File: src/rtl/btn_pkg.sv
// Shared types and constants for the push-button conditioner.
// Channel count, debounce state encoding and the selector helper.
package btn_pkg;

    localparam int N_BTN = 3;

    // Bit 1 of the encoding is the debounced level.
    typedef enum logic [1:0] {
        IDLE      = 2'b00,
        ARMING    = 2'b01,
        HELD      = 2'b11,
        RELEASING = 2'b10
    } btn_state_t;

    function automatic logic [N_BTN-1:0] lowest_onehot(
        input logic [N_BTN-1:0] v
    );
        return v & (~v + 1'b1);
    endfunction

endpackage

File: src/rtl/btn_debounce_ch.sv
// One button channel: two-flop synchroniser, debounce FSM with
// counter, and registered press/release pulses.
module btn_debounce_ch
    import btn_pkg::*;
#(
    parameter int DEBOUNCE_CYCLES = 50000
) (
    input  logic clk,
    input  logic reset,
    input  logic raw,
    output logic level,
    output logic press,
    output logic drop
);

    localparam int CW = (DEBOUNCE_CYCLES > 2) ? $clog2(DEBOUNCE_CYCLES) : 1;
    // The entry edge already counts as the first stable sample.
    localparam logic [CW-1:0] LAST = CW'(DEBOUNCE_CYCLES - 2);

    logic [1:0]    sync;
    logic          s;
    btn_state_t    state;
    logic [CW-1:0] cnt;

    assign s     = sync[1];
    assign level = state[1];

    always_ff @(posedge clk or negedge reset) begin
        if (!reset) begin
            sync  <= '0;
            state <= IDLE;
            cnt   <= '0;
            press <= 1'b0;
            drop  <= 1'b0;
        end else begin
            sync  <= {sync[0], raw};
            press <= 1'b0;
            drop  <= 1'b0;
            unique case (state)
                IDLE: begin
                    if (s) begin
                        state <= ARMING;
                        cnt   <= '0;
                    end
                end
                ARMING: begin
                    if (!s) begin
                        state <= IDLE;
                        cnt   <= '0;
                    end else if (cnt == LAST) begin
                        state <= HELD;
                        cnt   <= '0;
                        press <= 1'b1;
                    end else begin
                        cnt <= cnt + 1'b1;
                    end
                end
                HELD: begin
                    if (!s) begin
                        state <= RELEASING;
                        cnt   <= '0;
                    end
                end
                RELEASING: begin
                    if (s) begin
                        state <= HELD;
                        cnt   <= '0;
                    end else if (cnt == LAST) begin
                        state <= IDLE;
                        cnt   <= '0;
                        drop  <= 1'b1;
                    end else begin
                        cnt <= cnt + 1'b1;
                    end
                end
                default: begin
                    state <= IDLE;
                    cnt   <= '0;
                end
            endcase
        end
    end

endmodule

File: src/rtl/btn_conditioner.sv
// Debounces the raw buttons and grants at most one channel to the
// PWM stage through a latched, non-pre-emptive one-hot selector.
module btn_conditioner
    import btn_pkg::*;
#(
    parameter int DEBOUNCE_CYCLES = 50000
) (
    input  logic             clk,
    input  logic             reset,
    input  logic [N_BTN-1:0] btn_raw,
    output logic [N_BTN-1:0] btn_level,
    output logic [N_BTN-1:0] btn_press,
    output logic [N_BTN-1:0] btn_release,
    output logic [N_BTN-1:0] btn_sel
);

    for (genvar i = 0; i < N_BTN; i++) begin : g_ch
        btn_debounce_ch #(
            .DEBOUNCE_CYCLES(DEBOUNCE_CYCLES)
        ) u_ch (
            .clk  (clk),
            .reset(reset),
            .raw  (btn_raw[i]),
            .level(btn_level[i]),
            .press(btn_press[i]),
            .drop (btn_release[i])
        );
    end

    // A grant whose channel is still active is never pre-empted.
    always_ff @(posedge clk or negedge reset) begin
        if (!reset) begin
            btn_sel <= '0;
        end else if ((btn_sel & btn_level) == '0) begin
            btn_sel <= lowest_onehot(btn_level);
        end
    end

endmodule
File: config.mk
export PLATFORM = sky130hd
export DESIGN_NAME = btn_conditioner
export DESIGN_NICKNAME = d
export VERILOG_FILES = /design/src/rtl/btn_pkg.sv /design/src/rtl/btn_debounce_ch.sv /design/src/rtl/btn_conditioner.sv
export SDC_FILE = /design/constraint.sdc
export NUM_CORES = 1
export LEC_CHECK = 0
export ABC_AREA = 1
export CAP_MARGIN = 10
export CORE_MARGIN = 1
export CORE_UTILIZATION = 37
export DETAILED_ROUTE_END_ITERATION = 6
export DONT_BUFFER_PORTS = 1
export GPL_TIMING_DRIVEN = 0
export PLACE_DENSITY = 0.5
export SYNTH_ARGS = -nofsm -noshare
export SYNTH_HDL_FRONTEND = slang
export SYNTH_SLANG_ARGS = --single-unit
File: constraint.sdc
create_clock -name clk -period 2.5 [get_ports clk]
set_input_delay 0.375 -clock clk [delete_from_list [all_inputs] [get_ports clk]]
set_output_delay 0.375 -clock clk [all_outputs]
set_load 0.02 [all_outputs]
==> metrics <==
RSZ-0062 raised after global routing=no; Total Wirelength=8.07 mm; Final Critical Period=1850 ps; CP Capture Type=flip-flop; Gate power share=26.9%; Worst EP required=2730 ps; post-DR wirelength/cell=12.0 um; CTS buffer count=9; static leakage=2.04 nW; critical path type=flip-flop to flip-flop; port bufs=0; Synth cell types=32; placed inst area=0.00415 sq mm; layout cells sized above 1=11.2%; vias post-DR=3,131; status=finished, final reports clean; Slew Limit Fails=0; final clock skew=9.77 ps; crit path cell chain=inv_1 -> ha_1 -> inv_1 -> o21ai_2 -> inv_2 -> buf_4 -> nand2_1 -> xor2_1 -> nor2_1; Die X=106 um; register area share after synthesis=43.4%; gr busiest metal=met2; Post-synth EDFFs=0; sequential power share=41.3%; diode count=0; Yosys warning count=0; fillcell total=1,068; worst-skew pair later-pin latency=340 ps; CP startpoint kind=flip-flop; Final GP Congestion=0.800; max_cap viols=0; Hold WS=51.3 ps; worst-path fanout max=10; Final Cell Area=0.00441 sq mm; Max VDD drop=0.000409 V; top cell type's share of synthesized area=43.4%; switching share of power=37.2%; Synth top cells by count=nand2_1 (120), inv_1 (73), nor2_1 (73), dfrtp_1 (69), nand3_1 (31); first-pass GRT wire length=14.1 mm; Internal Power=2.04 mW; Max H-tree Level=3; Most common cell on crit path=inv_1; Avg Inst Size Synth=7.71 sq um; row cnt=37; final worst slack=650 ps; CTS root buf=clkbuf_8; CTS tree=built; CP arrival=2080 ps; Reg area=0.00173 sq mm; prevailing post-synth register cell=dfrtp_1; Initial DRC Count=98; Via density=4.67; drt pass-1 iters=4; setup violators final=0; Synth area leader=dfrtp_1; die area=0.0112 sq mm; vias in the first global route=3,044; grt ovf=0; pre-CTS setup slack=668 ps; P&R area growth vs syn=10.9%; met1 usage=21.4%; Clk pin slew, worst setup/hold paths=80 ps; met2 usage=24.7%; highest-delay cell along the critical path=dfrtp_1; met3 usage=4.02%; ratio of final minimum period to clock period=74.0%; PD cells=736 mW/mm^2; Post-CTS Setup Bufs=0; footprint of the multi-input gates=0.00186 sq mm; Clock Sinks=69; residual DRC count=0; clock share of power=31.8%; count leader, synth=nand2_1; actual slew at the worst max-slew pin=380 ps; largest net degree at the start of global routing=70; highest clock rate=540 MHz; Rel. slew slack=74.4%; setup_tns=0 ps; Core Area=0.0104 sq mm; worst min path class=primary input to flip-flop; Synth area leaders=dfrtp_1 (43%), nand2_1 (11%), inv_1 (6.9%); ys async rst share=100%; Final Hold Viols=0; Seq cells post-synth=69; Worst R2R Setup Slack=650 ps; All-Layer GR Usage=15.8%; Antenna Nets Post-Route=0; IO Count=17; Clock Tree Buf Depth=2; synthesized net count=539; NumNets Final=552; synthesized area=0.00398 sq mm; Post-DP HPWL=5.73 mm; crit-path max cell delay=500 ps; Die Y-Extent=106 um; Initial Util=38.3%; initial antenna violation count=0; Psw=1.21 mW; cells after synthesis=516
==> cells in the final DEF, fill, tap and decap left out, types with 2 or more instances in the layout <==
| cell type | Yosys | layout |
|---|---|---|
| nor3_1 | 16 | 16 |
| nor2_1 | 73 | 73 |
| xnor2_1 | 2 | 2 |
| inv_1 | 73 | 73 |
| nand4_1 | 10 | 10 |
| inv_2 | 5 | 5 |
| buf_4 | 11 | 11 |
| o21bai_1 | 2 | 2 |
| nand2_1 | 120 | 120 |
| clkbuf_8 | 0 | 9 |
| xor2_1 | 14 | 14 |
| a31oi_1 | 2 | 2 |
| clkinvlp_4 | 0 | 3 |
| a21oi_1 | 12 | 12 |
| nor2_2 | 7 | 7 |
| nand2_2 | 6 | 6 |
| dfrtp_1 | 69 | 69 |
| o21ai_0 | 20 | 20 |
| ha_1 | 18 | 18 |
| nand3_1 | 31 | 31 |
| nor2_4 | 3 | 3 |
| bufinv_16 | 0 | 2 |
| nor3_4 | 2 | 2 |
| o21ai_2 | 3 | 3 |
| nor4_1 | 5 | 5 |
| nand3_2 | 3 | 3 |
| clkinv_4 | 0 | 2 |
==> per-layer routing <==
layer	routed length, um	vias to the layer above	part of all wire, %
met5	0	-	0
met4	104	0	1.3
met3	326	13	4.0
met2	3630	52	45
met1	4010	1423	50
li1	-	1643	-
==> cells by family (layout without fill, tap and decap cells) <==
| family | Yosys count | after routing | synth area share, % |
|---|---|---|---|
| AO/OA/AOI/OAI | 43 | 43 | 6.17 |
| XOR/XNOR | 16 | 16 | 3.52 |
| adder cells (fa/ha/maj) | 18 | 18 | 5.66 |
| buffers and inverters | 92 | 110 | 9.82 |
| flip-flops | 69 | 69 | 43.4 |
| AND/OR/NAND/NOR | 278 | 278 | 31.4 |
==> sequential cells by signal (all words and copies together) (netlist names) <==
register / cells
g_ch.u_ch.cnt: 48
g_ch.u_ch.drop: 3
g_ch.u_ch.state: 6
g_ch.u_ch.sync: 6
btn_sel: 3
g_ch.u_ch.press: 3
==> critical path, delay by kind of cell (launching register included) <==
family	cells	cell delay (ps)
AOI/OAI and AO/OA	1	280
xor gates and xnor gates	1	150
adders and majority gates	1	150
buffers and inverters	4	500
DFF	1	500
and+or+nand+nor	2	140
==> what timing repair did <==
item,CTS,global route
endpoints found under the hold margin,69,0
gates resized for setup,0,0
hold buffers,2,0
==> area by class of cell <==
class	instances	share of cell area (%)
Buffer	12	1.99
Clock buffer	9	2.81
Clock inverter	7	2.27
Inverter	80	6.87
Multi-Input combinational cell	355	42.2
Sequential cell	69	39.2
Tap cell	136	3.86
Timing Repair Buffer	2	0.852
==> stage by stage <==
step | cells | total power, mW | util (%)
6_report | 670 | 3.24 | 42.5
5_1_grt | 670 | 3.49 | 42.5
4_1_cts | 670 | 3.31 | 42.5
3_5_place_dp | 652 | 2.22 | 40.0
3_3_place_gp | 652 | 2.21 | 40.0
2_1_floorplan | 516 | 2.00 | -
==> worst paths after layout <==
path	startpoint	to	cells after the start
min	btn_raw[0]	g_ch[0].u_ch.sync[0]$_DFF_PN0_	0
max reg2reg	g_ch[2].u_ch.state[1]$_DFFE_PN0P_	g_ch[2].u_ch.cnt[5]$_DFFE_PN0P_	9
max in group asynchronous	reset	g_ch[2].u_ch.sync[0]$_DFF_PN0_	2
max	g_ch[2].u_ch.state[1]$_DFFE_PN0P_	g_ch[2].u_ch.cnt[5]$_DFFE_PN0P_	9
min in group asynchronous	reset	g_ch[0].u_ch.cnt[15]$_DFFE_PN0P_	2
min reg2reg	g_ch[2].u_ch.sync[0]$_DFF_PN0_	g_ch[2].u_ch.sync[1]$_DFF_PN0_	0
==> power groups by stage <==
stage / registers [mW] / clock network, mW / logic, mW
6_report: 1.34 / 1.03 / 0.872
5_1_grt: 1.36 / 1.11 / 1.01
4_1_cts: 1.34 / 1.07 / 0.895
3_5_place_dp: 1.36 / 0 / 0.858
3_3_place_gp: 1.36 / 0 / 0.846
2_1_floorplan: 1.33 / 0 / 0.667
No activity file was read; power rests on OpenSTA's default activity.
